**src/rtl/cic_row_serializer.sv**
```systemverilog
// cic_row_serializer: snapshots the output words of the enabled CIC3 channels on a
// frame capture strobe and shifts them out MSB-first on one serial line.
//
// Optional feature macro: CIC_SER_PARITY_EN. When it is defined, an even-parity bit
// follows the LSB of each channel.
//
// Ports:
//   clk           serializer clock; all logic runs on the rising edge
//   reset         asynchronous, active-high reset
//   capture       one-cycle frame strobe
//   din           channel words; channel k is din[k*DATA_WIDTH +: DATA_WIDTH]
//   ch_enable     per-channel include mask, sampled when a capture is accepted
//   clear_overrun synchronous clear of overrun
//   dout          serial data (registered)
//   frame         high on the first bit of each frame only (registered)
//   busy          high while a frame is being shifted (registered)
//   overrun       sticky flag: a capture arrived mid-frame and was dropped
// Latency: the MSB of the first enabled channel is on dout in the cycle right after
// the edge that samples the accepted capture.
module cic_row_serializer #(
  parameter int NUM_CH     = 12,
  parameter int DATA_WIDTH = 25
) (
  input  logic                         clk,
  input  logic                         reset,
  input  logic                         capture,
  input  logic [NUM_CH*DATA_WIDTH-1:0] din,
  input  logic [NUM_CH-1:0]            ch_enable,
  input  logic                         clear_overrun,
  output logic                         dout,
  output logic                         frame,
  output logic                         busy,
  output logic                         overrun
);

`ifdef CIC_SER_PARITY_EN
  localparam int PAR_BITS = 1;
`else
  localparam int PAR_BITS = 0;
`endif
  localparam int BPC   = DATA_WIDTH + PAR_BITS;  // cycles per channel
  localparam int CH_W  = (NUM_CH > 1) ? $clog2(NUM_CH) : 1;
  localparam int BIT_W = (BPC > 1) ? $clog2(BPC) : 1;

  typedef enum logic {IDLE, SHIFT} state_t;

  state_t                         state_q, state_d;
  logic [NUM_CH*DATA_WIDTH-1:0]   shd_dat_q, shd_dat_d;
  logic [NUM_CH-1:0]              shd_mask_q, shd_mask_d;
  logic [CH_W-1:0]                ch_q, ch_d;    // channel of the bit currently on dout
  logic [BIT_W-1:0]               bit_q, bit_d;  // position within that channel
  logic                           dout_q, dout_d;
  logic                           frame_q, frame_d;
  logic                           busy_q, busy_d;
  logic                           overrun_q, overrun_d;

  // Lowest set bit of m at index >= from; the MSB of the result is a found flag.
  function automatic logic [CH_W:0] first_en(input logic [NUM_CH-1:0] m, input int from);
    logic [CH_W:0] res;
    res = '0;
    for (int i = NUM_CH - 1; i >= 0; i--) begin
      if (m[i] && (i >= from)) res = {1'b1, CH_W'(i)};
    end
    return res;
  endfunction

  // Bit b of channel ch in transmit order: word bits MSB first, then optional parity.
  function automatic logic word_bit(input logic [NUM_CH*DATA_WIDTH-1:0] d,
                                    input logic [CH_W-1:0] ch,
                                    input logic [BIT_W-1:0] b);
    logic [DATA_WIDTH-1:0] w;
    logic [DATA_WIDTH-1:0] w_sh;
    w    = d[ch*DATA_WIDTH +: DATA_WIDTH];
    w_sh = w << b;
    if (int'(b) < DATA_WIDTH) return w_sh[DATA_WIDTH-1];
    return ^w;
  endfunction

  logic [CH_W:0] nxt;       // next enabled channel after the current one
  logic [CH_W:0] fst;       // first enabled channel of the incoming mask
  logic          chan_end;
  logic          last_bit;  // current bit is the final bit of the frame
  logic          accept;

  assign nxt      = first_en(shd_mask_q, int'(ch_q) + 1);
  assign fst      = first_en(ch_enable, 0);
  assign chan_end = (bit_q == BIT_W'(BPC - 1));
  assign last_bit = (state_q == SHIFT) && chan_end && !nxt[CH_W];
  assign accept   = capture && ((state_q == IDLE) || last_bit);

  always_comb begin
    state_d    = state_q;
    shd_dat_d  = shd_dat_q;
    shd_mask_d = shd_mask_q;
    ch_d       = ch_q;
    bit_d      = bit_q;
    dout_d     = 1'b0;
    frame_d    = 1'b0;
    busy_d     = 1'b0;
    overrun_d  = clear_overrun ? 1'b0 : overrun_q;

    if (accept) begin
      if (fst[CH_W]) begin
        // Drive the MSB straight from din so a back-to-back frame has no gap.
        shd_dat_d  = din;
        shd_mask_d = ch_enable;
        ch_d       = fst[CH_W-1:0];
        bit_d      = '0;
        state_d    = SHIFT;
        dout_d     = word_bit(din, fst[CH_W-1:0], '0);
        frame_d    = 1'b1;
        busy_d     = 1'b1;
      end else begin
        state_d = IDLE;
      end
    end else if (state_q == SHIFT) begin
      if (capture) overrun_d = 1'b1;  // set wins over clear
      if (last_bit) begin
        state_d = IDLE;
      end else begin
        if (chan_end) begin
          ch_d  = nxt[CH_W-1:0];
          bit_d = '0;
        end else begin
          bit_d = bit_q + 1'b1;
        end
        dout_d = word_bit(shd_dat_q, ch_d, bit_d);
        busy_d = 1'b1;
      end
    end
  end

  always_ff @(posedge clk or posedge reset) begin
    if (reset) begin
      state_q    <= IDLE;
      shd_dat_q  <= '0;
      shd_mask_q <= '0;
      ch_q       <= '0;
      bit_q      <= '0;
      dout_q     <= 1'b0;
      frame_q    <= 1'b0;
      busy_q     <= 1'b0;
      overrun_q  <= 1'b0;
    end else begin
      state_q    <= state_d;
      shd_dat_q  <= shd_dat_d;
      shd_mask_q <= shd_mask_d;
      ch_q       <= ch_d;
      bit_q      <= bit_d;
      dout_q     <= dout_d;
      frame_q    <= frame_d;
      busy_q     <= busy_d;
      overrun_q  <= overrun_d;
    end
  end

  assign dout    = dout_q;
  assign frame   = frame_q;
  assign busy    = busy_q;
  assign overrun = overrun_q;

endmodule

```
**config.mk**
```make
export PLATFORM = sky130hd
export DESIGN_NAME = cic_row_serializer
export DESIGN_NICKNAME = d
export VERILOG_FILES = /design/src/rtl/cic_row_serializer.sv
export SDC_FILE = /design/constraint.sdc
export NUM_CORES = 1
export LEC_CHECK = 0
export CAP_MARGIN = 20
export CORE_MARGIN = 4
export CORE_UTILIZATION = 40
export CTS_CLUSTER_SIZE = 20
export DETAILED_ROUTE_END_ITERATION = 8
export PLACE_DENSITY = 0.71
export SLEW_MARGIN = 40
export SYNTH_ARGS = -nofsm -noshare
export SYNTH_HDL_FRONTEND = slang
export SYNTH_SLANG_ARGS = --single-unit
```
**constraint.sdc**
```tcl
create_clock -name clk -period 24.6 [get_ports clk]
set_input_delay 3.69 -clock clk [delete_from_list [all_inputs] [get_ports clk]]
set_output_delay 3.69 -clock clk [all_outputs]
set_load 0.01 [all_outputs]
```
# == Word-level counts from Yosys, hierarchy flattened ==
# Index checks and enable logic that the tools add are counted.
# word_totals
ff_bits,325
latch_bits,0
mem_bits_rw,0
rom_bits,0
inputBits,316
n_memories,0
# op_classes
addsub,2
n_mul,2
div_mod_pow,0
n_lt_le_gt_ge,13
n_eq_ne,3
shift,3
n_mux,62
bitwise,1
reduce_logical,22
# ops
op,count
$shiftx A300 B10 Y25,2
$mux W5,32
$reduce_xor A25 Y1,2
$mux W4,8
$shl A25 B5 Y25,1
$mux W1,22
$ge A3 B5 Y1 const A,4
$ge A4 B5 Y1 const A,4
$mul A4 B5 Y9 const B,2
$logic_and A1 B1 Y1,15
$ge A1 B5 Y1 const A,2
$ge A2 B5 Y1 const A,2
$add A4 B1 Y5 const B,1
$add A5 B1 Y5 const B,1
$eq A5 B5 Y1 const B,1
$lt A5 B5 Y1 const B,1
$reduce_and A3 Y1,1
$ne A2 B1 Y1 const B,1
$ne A2 B2 Y1 const B,1
$reduce_and A2 Y1,1
$reduce_bool A2 Y1,1
$logic_not A1 Y1,1
$logic_or A1 B1 Y1,1
$not A1 Y1,1

# == Depth between registers and ports, before layout ==
# depth
word_depth,29
depth_mapped,22

# == Least setup slack after synthesis ==
# No wires, ideal clock.
# synth_path
kind,in2reg
from,input port ch_enable[4]
to,register shd_dat_q[184]
setup_time_ps,125
t_arrival_ps,5671
t_required_ps,24475
setup_slack_ps,18804
path_stages,8
path_buffers,3
path_cell_list,nor4_1 > nand3_1 > nand2_1 > nor2b_1 > clkbuf_1 > clkbuf_1 > clkbuf_1 > mux2_2
# synth_via
elab_chain_len,6
# synth_lines
item,line_no,rtl
from (decl),28,"input logic [NUM_CH-1:0] ch_enable,"
$mux W5 (5 in series),62,"if (m[i] && (i >= from)) res = {1'b1, CH_W'(i)};"
$reduce_and A2 Y1 (no line),n/a,
to (signal assigned),146,shd_dat_q <= shd_dat_d;
to (decl),48,"logic [NUM_CH*DATA_WIDTH-1:0] shd_dat_q, shd_dat_d;"
# No other way between the ends.
# A chain may end at the register's enable or synchronous reset.

# == Final worst setup path ==
# layout_path
from,register ch_q[0]
to,"register dout_q, in the netlist dout"
# layout_via
elab_chain_len,27
elab_cells_between_ends,54
cone_classes,1 x add/sub; 1 x mul; 12 x order compare; 2 x shift; 21 x mux; 17 x reduce/logical
# layout_lines
item,line_no,rtl
from (decl),50,"logic [CH_W-1:0] ch_q, ch_d;"
from (signal assigned),148,ch_q <= ch_d;
$add A4 B1 Y5,85,"assign nxt = first_en(shd_mask_q, int'(ch_q) + 1);"
$ge A4 B5 Y1,62,
$logic_and A1 B1 Y1,62,
$mux W5 (12 in series),62,
$mux W4,121,if (chan_end) begin
$mux W4,118,if (last_bit) begin
$mux W4,116,end else if (state_q == SHIFT) begin
$mux W4,102,if (accept) begin
$mul A4 B5 Y9,73,w = d[ch*DATA_WIDTH +: DATA_WIDTH];
$shiftx A300 B10 Y25,73,
$shl A25 B5 Y25,74,w_sh = w << b;
$mux W1,75,if (int'(b) < DATA_WIDTH) return w_sh[DATA_WIDTH-1];
$mux W1,76,return ^w;
$mux W1,118,
$mux W1,116,
$mux W1 *,102,
net dout_d,52,"logic dout_q, dout_d;"
to (signal assigned),150,dout_q <= dout_d;
to (decl),52,
# Mark *: on every way through the listed nets, which the timed path passes. The rest lies on a longest branch. The select of a mux whose other input is x is not followed.

==> reports/summary.md <==
The flow ran to the end, and the final reports show no timing, DRC or antenna violations. Setup repair after global routing left no endpoint under its margin. The area share of the largest cell type after synthesis is 49.8%, and the final count of pins violating max slew is 0. In the final routed layout, each cell accounts on average for 22.5 um. The count of H-tree levels built during CTS was 2; the die span in y was 210 um. STA classifies the critical path startpoint as a register. The peak supply drop was 0.000173 V; the via count of the first global-routing pass was 12600. The core region is 40100 um^2.

Measured along the x axis, the die boundary spans 210 um. In the synthesized netlist the async set-or-reset flop fraction comes to 100%. Class of the worst hold path: reg2reg.

For this run, the top clock speed supported by timing is 146 MHz. The total of flip-flops plus latches after synthesis was 325. The transition time at the pin with the least slew margin is 0.909 ns, and the routability congestion estimate from global placement is 0.869. After detailed routing, the total wire length is 49200 um. Overall power consumption after layout is estimated at 2490 uW. The setup slack at placement is 17.51 ns.

After clock tree synthesis, the repair step resized 0 gates. Synthesis produced 1343 cells. The total overflow left after global routing is 0. Post-CTS timing repair inserted 0 buffers for setup. The HPWL after detailed placement is 35200 um. The number of hold violations in the final report is 0. The share of the clock period used by the worst path after layout is 27.8%. In this design, the stage delay of the slowest critical-path cell is 0.76 ns. Once detail routing completed, the nets flagged for antenna violations numbered 0.

In this run, distinct cell masters in the synthesized netlist total 82. After routing, the total negative slack on setup checks comes to 0 ns. At the worst endpoint, the arrival time is 7.24 ns. The final critical delay including setup and external delays works out to 6.83 ns.

The maximum fanout encountered on the critical timing path was 63. The tools report the warning count from the yosys run as 0. The tools report the buffer type at the clock tree root as sky130_fd_sc_hd__clkbuf_16. Sorting the synthesized cells by area gives the leading types as sky130_fd_sc_hd__dfrtp_1 50%, sky130_fd_sc_hd__mux2_2 22%, sky130_fd_sc_hd__mux2i_1 4.0%, sky130_fd_sc_hd__nand2_1 2.8%, sky130_fd_sc_hd__mux4_2 1.4%.

In this run the power density over the cells is 117 nW/um^2. Measured against its own limit, the worst slew margin works out to 39.3%. The sink count of the clock tree was 325; the floorplan die area was 44100 um^2.

The slowest stage of the critical path belongs to the cell sky130_fd_sc_hd__a41oi_4. For this run, design rule violations remaining after detail routing come to 0. The clock passes through at most 3 buffers. The final setup violation count came out at 0. Max-cap violations in this run came to 0. The detailed router placed 12100 vias in this run. After clock tree synthesis, the clock-pin slew on the worst setup and hold paths is 0.06 ns.

The count of buffers inserted at the top-level ports came out at 319. The leading area contributor after synthesis was sky130_fd_sc_hd__dfrtp_1. After synthesis, the mean cell area works out to 12.2 um^2.

The post-route worst setup slack came out at 17.77 ns. The analysis attributes to cell leakage a power of 0.00894 uW. For the final database, setup skew stands at 0.00804 ns.

Compared with the post-synthesis result, the final layout area differs by 30.3%. Sorting the synthesized cells by how often they occur yields 325 x sky130_fd_sc_hd__dfrtp_1, 312 x sky130_fd_sc_hd__mux2_2, 124 x sky130_fd_sc_hd__nand2_1. Required time at the endpoint of the critical path: 25.02 ns.

The clock reaches the later pin of the worst-skew pair after 0.54 ns. The share of cells above drive strength 1 was 25.6%. The first global-routing pass estimated 74600 um of wire. The tools report the number of hold buffers added after CTS as 0.

The critical path class was reg2reg. The post-synthesis sequential area ratio was 49.8%; the initial antenna violation count was 8. The overall track demand over capacity in global routing is 21.6%, and the number of top-level pins is 320. sky130_fd_sc_hd__dfrtp_1 is the most common cell in the netlist. For this run, the post-layout net count is 1953. The kind of cell with the highest combined delay along the critical path is compound AO/OA/AOI/OAI gates.

In this run, synthesis inferred 0 flip-flops with an integrated enable. The number of buffer and inverter instances along the worst setup path is 1. Most used flip-flop cell after synthesis: sky130_fd_sc_hd__dfrtp_1.

STA classifies the critical path endpoint as a register. Once the floorplan was initialized, standard cells occupied 40.7% of the core. Walking the worst path, the cells encountered are ha_1, nor2_1, a221oi_1, o21ai_0, nand4bb_1, a41oi_4, buf_4, nand2_1, a31oi_1, a211o_1, xnor2_1, xnor2_1, xnor3_1, xnor3_1, a2111oi_2, o21bai_1. After synthesis the cells add up to 16300 um^2. Dividing the detail-routed via count by the number of cells gives 5.54.

Detailed-routing iteration count for the pre-antenna-repair pass: 5. TritonCTS built the clock tree. For the number of rows in the core area, the log shows 73. For the post-synth net total, the log shows 1664.

Entering global routing, the biggest net connects 130 pins. In this run, CTS created clock tree buffers numbering 38. The number of DRC violations after detailed-routing iteration 0 was 748. Hold timing on the final database bottoms out at a slack of 0.500 ns.
==> where the power goes <==
part	switching [uW]	internal, uW	leakage (uW)
combinational	588	559	0.00429
sequential	88.4	675	0.00401
clock	223	356	0.000639
total	899	1590	0.00894
==> state kept, by name (all words and copies together), names as in the netlist <==
register,count
ch_q,4
shd_dat_q,300
bit_q,5
dout,1
busy,1
overrun,1
shd_mask_q,12
frame,1
==> metal layers <==
layer	global-route usage, %	share of wire (%)	vias up
met2	34.5	48	364
met3	5.18	6.4	60
met5	0	0	-
met4	6.62	2.1	0
li1	-	-	5517
met1	29.6	44	6199
==> final timing paths <==
| kind | from | slack (ns) | to | cells past startpoint |
|---|---|---|---|---|
| max | ch_q[0]$_DFFE_PP0P_ | 17.77 | dout$_DFF_PP0_ | 16 |
| min | shd_dat_q[284]$_DFFE_PP0P_ | 0.50 | shd_dat_q[284]$_DFFE_PP0P_ | 1 |
| max reg2reg | ch_q[0]$_DFFE_PP0P_ | 17.77 | dout$_DFF_PP0_ | 16 |
| min reg2reg | shd_dat_q[284]$_DFFE_PP0P_ | 0.50 | shd_dat_q[284]$_DFFE_PP0P_ | 1 |
| max in group asynchronous | reset | 19.66 | shd_dat_q[6]$_DFFE_PP0P_ | 3 |
| min in group asynchronous | reset | 3.71 | shd_dat_q[31]$_DFFE_PP0P_ | 2 |
==> layout make-up <==
type | count | area, um^2
tap | 525 | 657
clock buffer | 56 | 1150
fill | 3413 | 18800
timing repair buffer | 335 | 3370
sequential | 325 | 8130
multi-input combinational | 918 | 7760
antenna | 7 | 17.5
clock inverter | 11 | 134
inverter | 14 | 65.1
==> cell usage in the layout (no fill, tap or decap), drive strengths merged, types with 5 or more instances in the layout <==
| cell type | count |
|---|---|
| clkbuf | 56 |
| nor4 | 10 |
| nand2b | 6 |
| a21boi | 10 |
| ha | 5 |
| nor2 | 48 |
| inv | 15 |
| diode | 7 |
| a211o | 8 |
| buf | 16 |
| mux2 | 312 |
| xnor3 | 5 |
| clkinv | 7 |
| a211oi | 25 |
| a21oi | 37 |
| nand3 | 23 |
| xnor2 | 13 |
| o22ai | 26 |
| o21ai | 29 |
| mux2i | 65 |
| and2 | 8 |
| mux4 | 10 |
| a22oi | 8 |
| a31oi | 12 |
| a2111oi | 10 |
| nand2 | 127 |
| clkdlybuf4s50 | 319 |
| dfrtp | 325 |
| and3 | 6 |
| nor3 | 13 |
| nor2b | 24 |
| a311oi | 8 |
| o32ai | 5 |
==> cell families after synthesis <==
group,count (synthesis),share of synthesized area [%]
muxes,387,26.9
DFF,325,49.8
and+or+nand+nor,281,8.16
AOI/OAI and AO/OA,224,10.1
buffers and inverters,100,3.09
xor gates and xnor gates,21,1.59
adders and majority gates,5,0.383
==> stage by stage <==
step | utilization, % | std cells | instance area, um^2
after detailed placement | 49.8 | 2116 | 20000
after CTS | 53.0 | 2183 | 21200
final | 53.1 | 2191 | 21300
after global placement | 49.6 | 2115 | 19900
after floorplan | - | 1343 | 16300
after global routing | 53.1 | 2189 | 21300
Power figures use the tool's default switching activity.
==> variant, RTL diff (same settings) <==
The parameter `DATA_WIDTH` goes from 25 to 17.
--- a/src/rtl/cic_row_serializer.sv
+++ b/src/rtl/cic_row_serializer.sv
@@ -20,5 +20,5 @@
 module cic_row_serializer #(
   parameter int NUM_CH     = 12,
-  parameter int DATA_WIDTH = 25
+  parameter int DATA_WIDTH = 17
 ) (
   input  logic                         clk,
Interface: changed (resized din); port bits go from 320 to 224. The function was not compared with the original's and may differ.
==> variant against the unedited design <==
Register-to-register slack better by 0.75 ns. Worst setup slack worse by 0.38 ns. Clock skew down 0.00062 ns. Synthesized area down 29%. Sequential power down 37%. Sequential cell count down 96. Total power down 44%. Routed wire length down 29%. Cell count down 9.3%. Final area down 30%. Utilization down 0.97 points. Maximum frequency down 5.3%. Critical endpoint is now shd_dat_q[89]$_DFFE_PP0P_.
==> variant: results <==
group,metric,value,unit
critical_path,crit_family,"buffers and inverters",
placement,gp_congestion,0.873,
pwr,totalPowerFinal,1.38,mW
route,dr_wl_met3,2.22,mm
run_status,status,"finished clean",
synthesis,yosys.area_share.adder,0.539,%
final_layout,multi_input_cells,1079,
critical_path,cp.arrival,7.66,ns
synthesis,synthTopCellsByCount,"nand2_1 (764), dfrtp_1 (229), a21oi_1 (51), clkbuf_1 (51), nor2_1 (23)",
synthesis,synthDistinctLibCells,72,
sta,tightest_slew,0.789,ns
synthesis,seq_area_frac_synth,49.3,%
critical_path,slowest_stage,"nand2b_4",
global_route,grtUsageTotal,21.6,%
route,drt-wirelength-per-cell,17.5,um
final_layout,multi_input_area,0.00542,mm2
global_route,grt_pass1_wl,54.7,mm
final_layout,final_layout_size_suffix_gt1_share,5.93,%
final_layout,top_regs,"shd_dat_q (204), shd_mask_q (12), bit_q (5)",
route,dr_wl_met2,16.2,mm
critical_path,crit_fanout,98,
pwr,powerSeq,0.479,mW
sta,hold_slack,0.468,ns
route,wl_met1,15.3,mm
route,drtIter0Drc,952,
pwr,internal-power,0.926,mW
critical_path,rrSetupSlack,18.52,ns
route,wl,34.8,mm
variant: cell types whose count changed in the layout (fill, tap and decap cells not counted), moves of 24 or more:
| cell | before | now |
|---|---|---|
| clkdlybuf4s50_1 | 319 | 223 |
| dfrtp_1 | 325 | 229 |
| nor2_1 | 46 | 22 |
| mux2_2 | 312 | 2 |
| mux2i_1 | 65 | 17 |
| nand2_1 | 124 | 763 |
variant: worst paths after layout:
kind	startpoint	endpoint	depth (start not counted)
worst max-delay path	ch_enable[4]	shd_dat_q[89]$_DFFE_PP0P_	9
worst min-delay path	shd_dat_q[70]$_DFFE_PP0P_	shd_dat_q[70]$_DFFE_PP0P_	2
min in group asynchronous	reset	shd_dat_q[146]$_DFFE_PP0P_	2
worst min register to register	shd_dat_q[70]$_DFFE_PP0P_	shd_dat_q[70]$_DFFE_PP0P_	2
max in group asynchronous	reset	shd_dat_q[147]$_DFFE_PP0P_	4
worst max register to register	ch_q[0]$_DFFE_PP0P_	dout$_DFF_PP0_	17
